## src/rtl/prio_encoder_arb.sv

```systemverilog
// Purpose: sticky request capture plus fixed-priority or round-robin index encoder on a valid/ready port.
// Latency: req high at edge t -> pending after t -> out_valid after t+1; one grant per cycle when accepted back to back.
// Backpressure: while out_valid & !out_ready the grant is held stable and new requests keep accumulating in pending.
//
// Ports:
//   clk        rising-edge clock for all state
//   rst        synchronous active-high reset
//   req        N request lines; any high cycle sets the matching pending bit
//   out_ready  consumer accepts the current grant this cycle
//   out_valid  out_idx/out_multi carry a valid grant
//   out_idx    encoded index of the granted request
//   out_multi  more than one candidate existed when out_idx was loaded
//   pending    sticky pending register (status/debug)
//   req_drop   one-cycle pulse, one cycle late: a request hit an already-pending bit
module prio_encoder_arb #(
  parameter int N  = 8,
  parameter int RR = 0,
  localparam int W = (N > 1) ? $clog2(N) : 1
) (
  input  logic         clk,
  input  logic         rst,
  input  logic [N-1:0] req,
  input  logic         out_ready,
  output logic         out_valid,
  output logic [W-1:0] out_idx,
  output logic         out_multi,
  output logic [N-1:0] pending,
  output logic         req_drop
);

  localparam logic [N-1:0] ONE_N  = N'(1);
  localparam logic [W-1:0] PTR_RST = W'(N - 1);

  // State registers
  logic [N-1:0] pending_q,   pending_d;
  logic         out_valid_q, out_valid_d;
  logic [W-1:0] out_idx_q,   out_idx_d;
  logic         out_multi_q, out_multi_d;
  logic         req_drop_q,  req_drop_d;
  logic [W-1:0] ptr_q,       ptr_d;

  // Combinational helpers
  logic         acc;
  logic [N-1:0] clr;
  logic [N-1:0] cand;
  logic         cand_any;
  logic         cand_multi;
  logic [W-1:0] ptr_eff;
  logic [W-1:0] sel_fp;
  logic [W-1:0] sel_rr;
  logic [W-1:0] sel;
  logic         rr_found;
  int           rr_j;

  // Handshake, clear mask and candidate set.
  always_comb begin
    acc  = out_valid_q & out_ready;
    clr  = acc ? (ONE_N << out_idx_q) : '0;
    cand = pending_q & ~clr;
    cand_any = |cand;
    // Clearing the lowest set bit leaves something only if two or more bits were set.
    cand_multi = |(cand & (cand - ONE_N));
    // The index accepted this cycle becomes the new round-robin origin immediately,
    // so the reload that happens on the same edge already searches past it.
    ptr_eff = acc ? out_idx_q : ptr_q;
  end

  // Fixed priority: the last hit in an ascending scan is the highest set bit.
  always_comb begin
    sel_fp = '0;
    for (int i = 0; i < N; i++) begin
      if (cand[i]) begin
        sel_fp = W'(i);
      end
    end
  end

  // Round robin: first set bit at ptr_eff+1, ptr_eff+2, ... wrapping modulo N.
  // Wrapping is done by subtraction so non-power-of-2 N never reaches N..2^W-1.
  always_comb begin
    sel_rr   = '0;
    rr_found = 1'b0;
    rr_j     = 0;
    for (int i = 1; i <= N; i++) begin
      rr_j = int'(ptr_eff) + i;
      if (rr_j >= N) begin
        rr_j = rr_j - N;
      end
      if (!rr_found && cand[rr_j[W-1:0]]) begin
        rr_found = 1'b1;
        sel_rr   = rr_j[W-1:0];
      end
    end
  end

  assign sel = (RR != 0) ? sel_rr : sel_fp;

  // Next-state logic.
  always_comb begin
    // Set wins over clear: a re-request on the accept cycle keeps the bit pending.
    pending_d  = cand | req;
    // Only bits still pending after this cycle's clear count as a dropped merge.
    req_drop_d = |(req & cand);
    ptr_d      = ptr_eff;

    out_valid_d = out_valid_q;
    out_idx_d   = out_idx_q;
    out_multi_d = out_multi_q;

    // Output register reloads when empty or when its grant is being taken.
    if (!out_valid_q || acc) begin
      out_valid_d = cand_any;
      out_multi_d = cand_multi;
      if (cand_any) begin
        out_idx_d = sel;
      end
    end
  end

  always_ff @(posedge clk) begin
    if (rst) begin
      pending_q   <= '0;
      out_valid_q <= 1'b0;
      out_idx_q   <= '0;
      out_multi_q <= 1'b0;
      req_drop_q  <= 1'b0;
      ptr_q       <= PTR_RST;
    end else begin
      pending_q   <= pending_d;
      out_valid_q <= out_valid_d;
      out_idx_q   <= out_idx_d;
      out_multi_q <= out_multi_d;
      req_drop_q  <= req_drop_d;
      ptr_q       <= ptr_d;
    end
  end

  assign out_valid = out_valid_q;
  assign out_idx   = out_idx_q;
  assign out_multi = out_multi_q;
  assign pending   = pending_q;
  assign req_drop  = req_drop_q;

endmodule

```

## config.mk

```make
export PLATFORM = sky130hd
export DESIGN_NAME = prio_encoder_arb
export DESIGN_NICKNAME = d
export VERILOG_FILES = /design/src/rtl/prio_encoder_arb.sv
export SDC_FILE = /design/constraint.sdc
export NUM_CORES = 1
export LEC_CHECK = 0
export ABC_CLOCK_PERIOD_IN_PS = 4500
export CAP_MARGIN = 20
export CORE_MARGIN = 5
export CORE_UTILIZATION = 59
export CTS_BUF_LIST = sky130_fd_sc_hd__clkbuf_8
export DETAILED_ROUTE_END_ITERATION = 10
export DONT_BUFFER_PORTS = 1
export GPL_TIMING_DRIVEN = 1
export MAX_ROUTING_LAYER = met4
export PLACE_DENSITY = 0.75
export SYNTH_ARGS = -nofsm -noshare
export SYNTH_HDL_FRONTEND = slang
export SYNTH_SLANG_ARGS = --single-unit
```

## constraint.sdc

```tcl
create_clock -name clk -period 4.5 [get_ports clk]
set_clock_uncertainty 0.05 [all_clocks]
set_input_delay 0.45 -clock clk [delete_from_list [all_inputs] [get_ports clk]]
set_output_delay 0.45 -clock clk [all_outputs]
set_load 0.02 [all_outputs]
```

==> results.cfg <==
[setup_path]
end_kind = flip-flop
critPathMaxStageDelay_ns = 0.57
setup.reg_to_reg.worst_slack_ns = 2.35
cp.required_ns = 4.61
path_cells = nand2_1 -> o31a_2 -> nor4_2 -> a211oi_2 -> a221oi_2
cp-start-kind = flip-flop
worstSetupPathType = reg -> reg
path_buf_inv = 0
critical-path-top-delay-family = compound AO/OA/AOI/OAI gates
crit_fanout = 7
cp.arrival_ns = 2.26
critPathSlowestCell = dfxtp_1

[yosys]
ys_seq_area_share_pct = 36.4
ys_top_cells_by_area = dfxtp_1 36%, nor2_1 9.7%, o21a_1 5.8%
yosysWarningCount = 0
yosys.area.top_type = dfxtp_1
syn_inst = 89
post-synth-top-area-fraction_pct = 36.4
syn_nets = 100
netlist_area_um2 = 771
ys_ff_latch = 14
yosysUniqueCellTypes = 35
syn_area_per_cell_um2 = 8.66

[route]
via_per_inst = 6.33
routed_wl_um = 1790
num_vias = 671
avgRoutedWirePerCell_um = 16.9
dr.first_iter.drc_count = 17
ant_nets = 0
drc = 0
dr.pass1.iters = 4

[cells_and_area]
area_growth_pct = 7.63
n_fill_cell = 108
drive_above_1_share_pct = 14.3
seqCellArea_um2 = 280
fin_nets = 103
multi_input_area_um2 = 468
n_antenna_cell = 0
final_cell_count_no_fill = 106

[place]
placed_cells = 102
place_ws_ns = 2.38
place.gp.congestion = 0.864
dp_hpwl_um = 1350
place.port_buffers = 0

[clock_network]
ctsResizeCount = 0
path_clk_slew_ns = 0.05
cts_setup_buffers = 0
htreeDepth = 1
cts_tree = done
cts_buffers = 3
insertion_delay_ns = 0.25
root_buffer = clkbuf_8
cts.sinks = 14
cts.path.max_buffers = 2
cts.hold.buffers_added = 0

[floorplan]
dieArea_um2 = 2130
core_um2 = 1270
num_rows = 13
initial_core_util_pct = 60.7
die_h_um = 46.1
io_pins = 25
chipWidth_um = 46.1

[timing]
fmax_ghz = 0.465
slew_headroom_pct = 68.6
timing_hold_violations_final = 0
final.setup.tns_ns = 0
fin_ws_ns = 2.35
setup-violations-final = 0
fin_crit_sh_pct = 47.8
fin_crit_ns = 2.15
maxSlewViolCount = 0
worstMarginPinSlew_ns = 0.467
rsz0062_at_grt = false

[pwr]
leakagePower_nw = 0.305
ir_drop_mv = 0.284
powerDensity_nw_per_um2 = 413

[global_routing]
grt.total_usage_pct = 19.5
grt_start_max_net_pins = 13
antenna_found_initial = 0
overflow = 0
grt_pass1_wl_um = 2830
grt_pass1_vias = 644

[outcome]
status = finished, final reports clean

[min_path]
hold_path_class = in -> reg

[run]
maxCapViolCount = 0
[final timing paths]
check              from          to  cells past startpoint
max           out_valid  out_idx[0]                      5
min                 rst  out_idx[0]                      1
max reg2reg   out_valid  out_idx[0]                      5
min reg2reg  out_idx[0]  out_idx[0]                      2
[flip-flops by register name, summed over array words and instances (netlist names)]
register	cells
out_multi	1
req_drop	1
out_valid	1
out_idx	3
pending	8
[cell type report]
cell class                 count  share of cell area, %
sequential                    14                   33.8
tap                           15                   2.26
multi-input combinational     71                   56.4
inverter                       2                  0.905
clock buffer                   4                   6.64
[per-stage QoR]
stage / util (%) / cell area (um^2) / total power [W] / hold WS, ns
2_1_floorplan: - / 771 / 0.000213 / 0.466
3_3_place_gp: 61.0 / 774 / 0.000221 / 0.469
3_5_place_dp: 61.0 / 774 / 0.000222 / 0.470
4_1_cts: 65.4 / 830 / 0.000344 / 0.211
5_1_grt: 65.4 / 830 / 0.000360 / 0.202
6_report: 65.4 / 830 / 0.000343 / 0.212
[power by group]
| part | internal (W) | switching [W] | leakage (nW) |
|---|---|---|---|
| logic | 0.0000259 | 0.0000316 | 0.158 |
| registers | 0.000135 | 0.0000270 | 0.117 |
| clock network | 0.0000776 | 0.0000452 | 0.0288 |
[synth_stat cells, drive strengths merged]
cell type  count
nor2b          1
nand3          2
dfxtp         14
a31oi          3
and2b          1
clkbuf         1
a22oi          5
nor2          20
inv            2
maj3           1
o31ai          1
or3            1
o21ai          3
nand2          4
mux2i          1
nand3b         2
nand2b         2
a221oi         1
o31a           2
and3           2
a21o           1
o21a           8
buf            1
or3b           1
a21oi          2
a41oi          1
nor4           2
a211oi         3
o22ai          1
[per-layer routing]
metal	share of wire, %	wire, um	track usage [%]	up-vias
li1	-	-	-	333
met1	44	789	23.2	312
met2	46	831	27.5	21
met3	7.0	125	5.47	5
met4	2.3	42	14.8	0
met5	0	0	-	-
[placed cells by master (no fill, tap or decap), drive strengths merged]
cell type,n
maj3,1
or3,1
nor2b,1
o21ai,3
nand3,2
nand3b,2
nor4,2
o22ai,1
nand2,4
o31ai,1
nor2,20
nand2b,2
a21oi,2
and2b,1
inv,2
o31a,2
mux2i,1
a41oi,1
a21o,1
a22oi,5
and3,2
dfxtp,14
clkbuf,4
a211oi,3
o21a,8
or3b,1
a31oi,3
a221oi,1
[logic make-up (layout without fill, tap and decap cells)]
| logic type | Yosys count | after routing | synth area share, % |
|---|---|---|---|
| AOI/OAI and AO/OA | 31 | 31 | 31.5 |
| adders and majority gates | 1 | 1 | 1.30 |
| buffers and inverters | 4 | 6 | 2.92 |
| DFF | 14 | 14 | 36.4 |
| muxes | 1 | 1 | 1.30 |
| and+or+nand+nor | 38 | 38 | 26.6 |
Note: power is estimated with default switching activity, not from simulation.
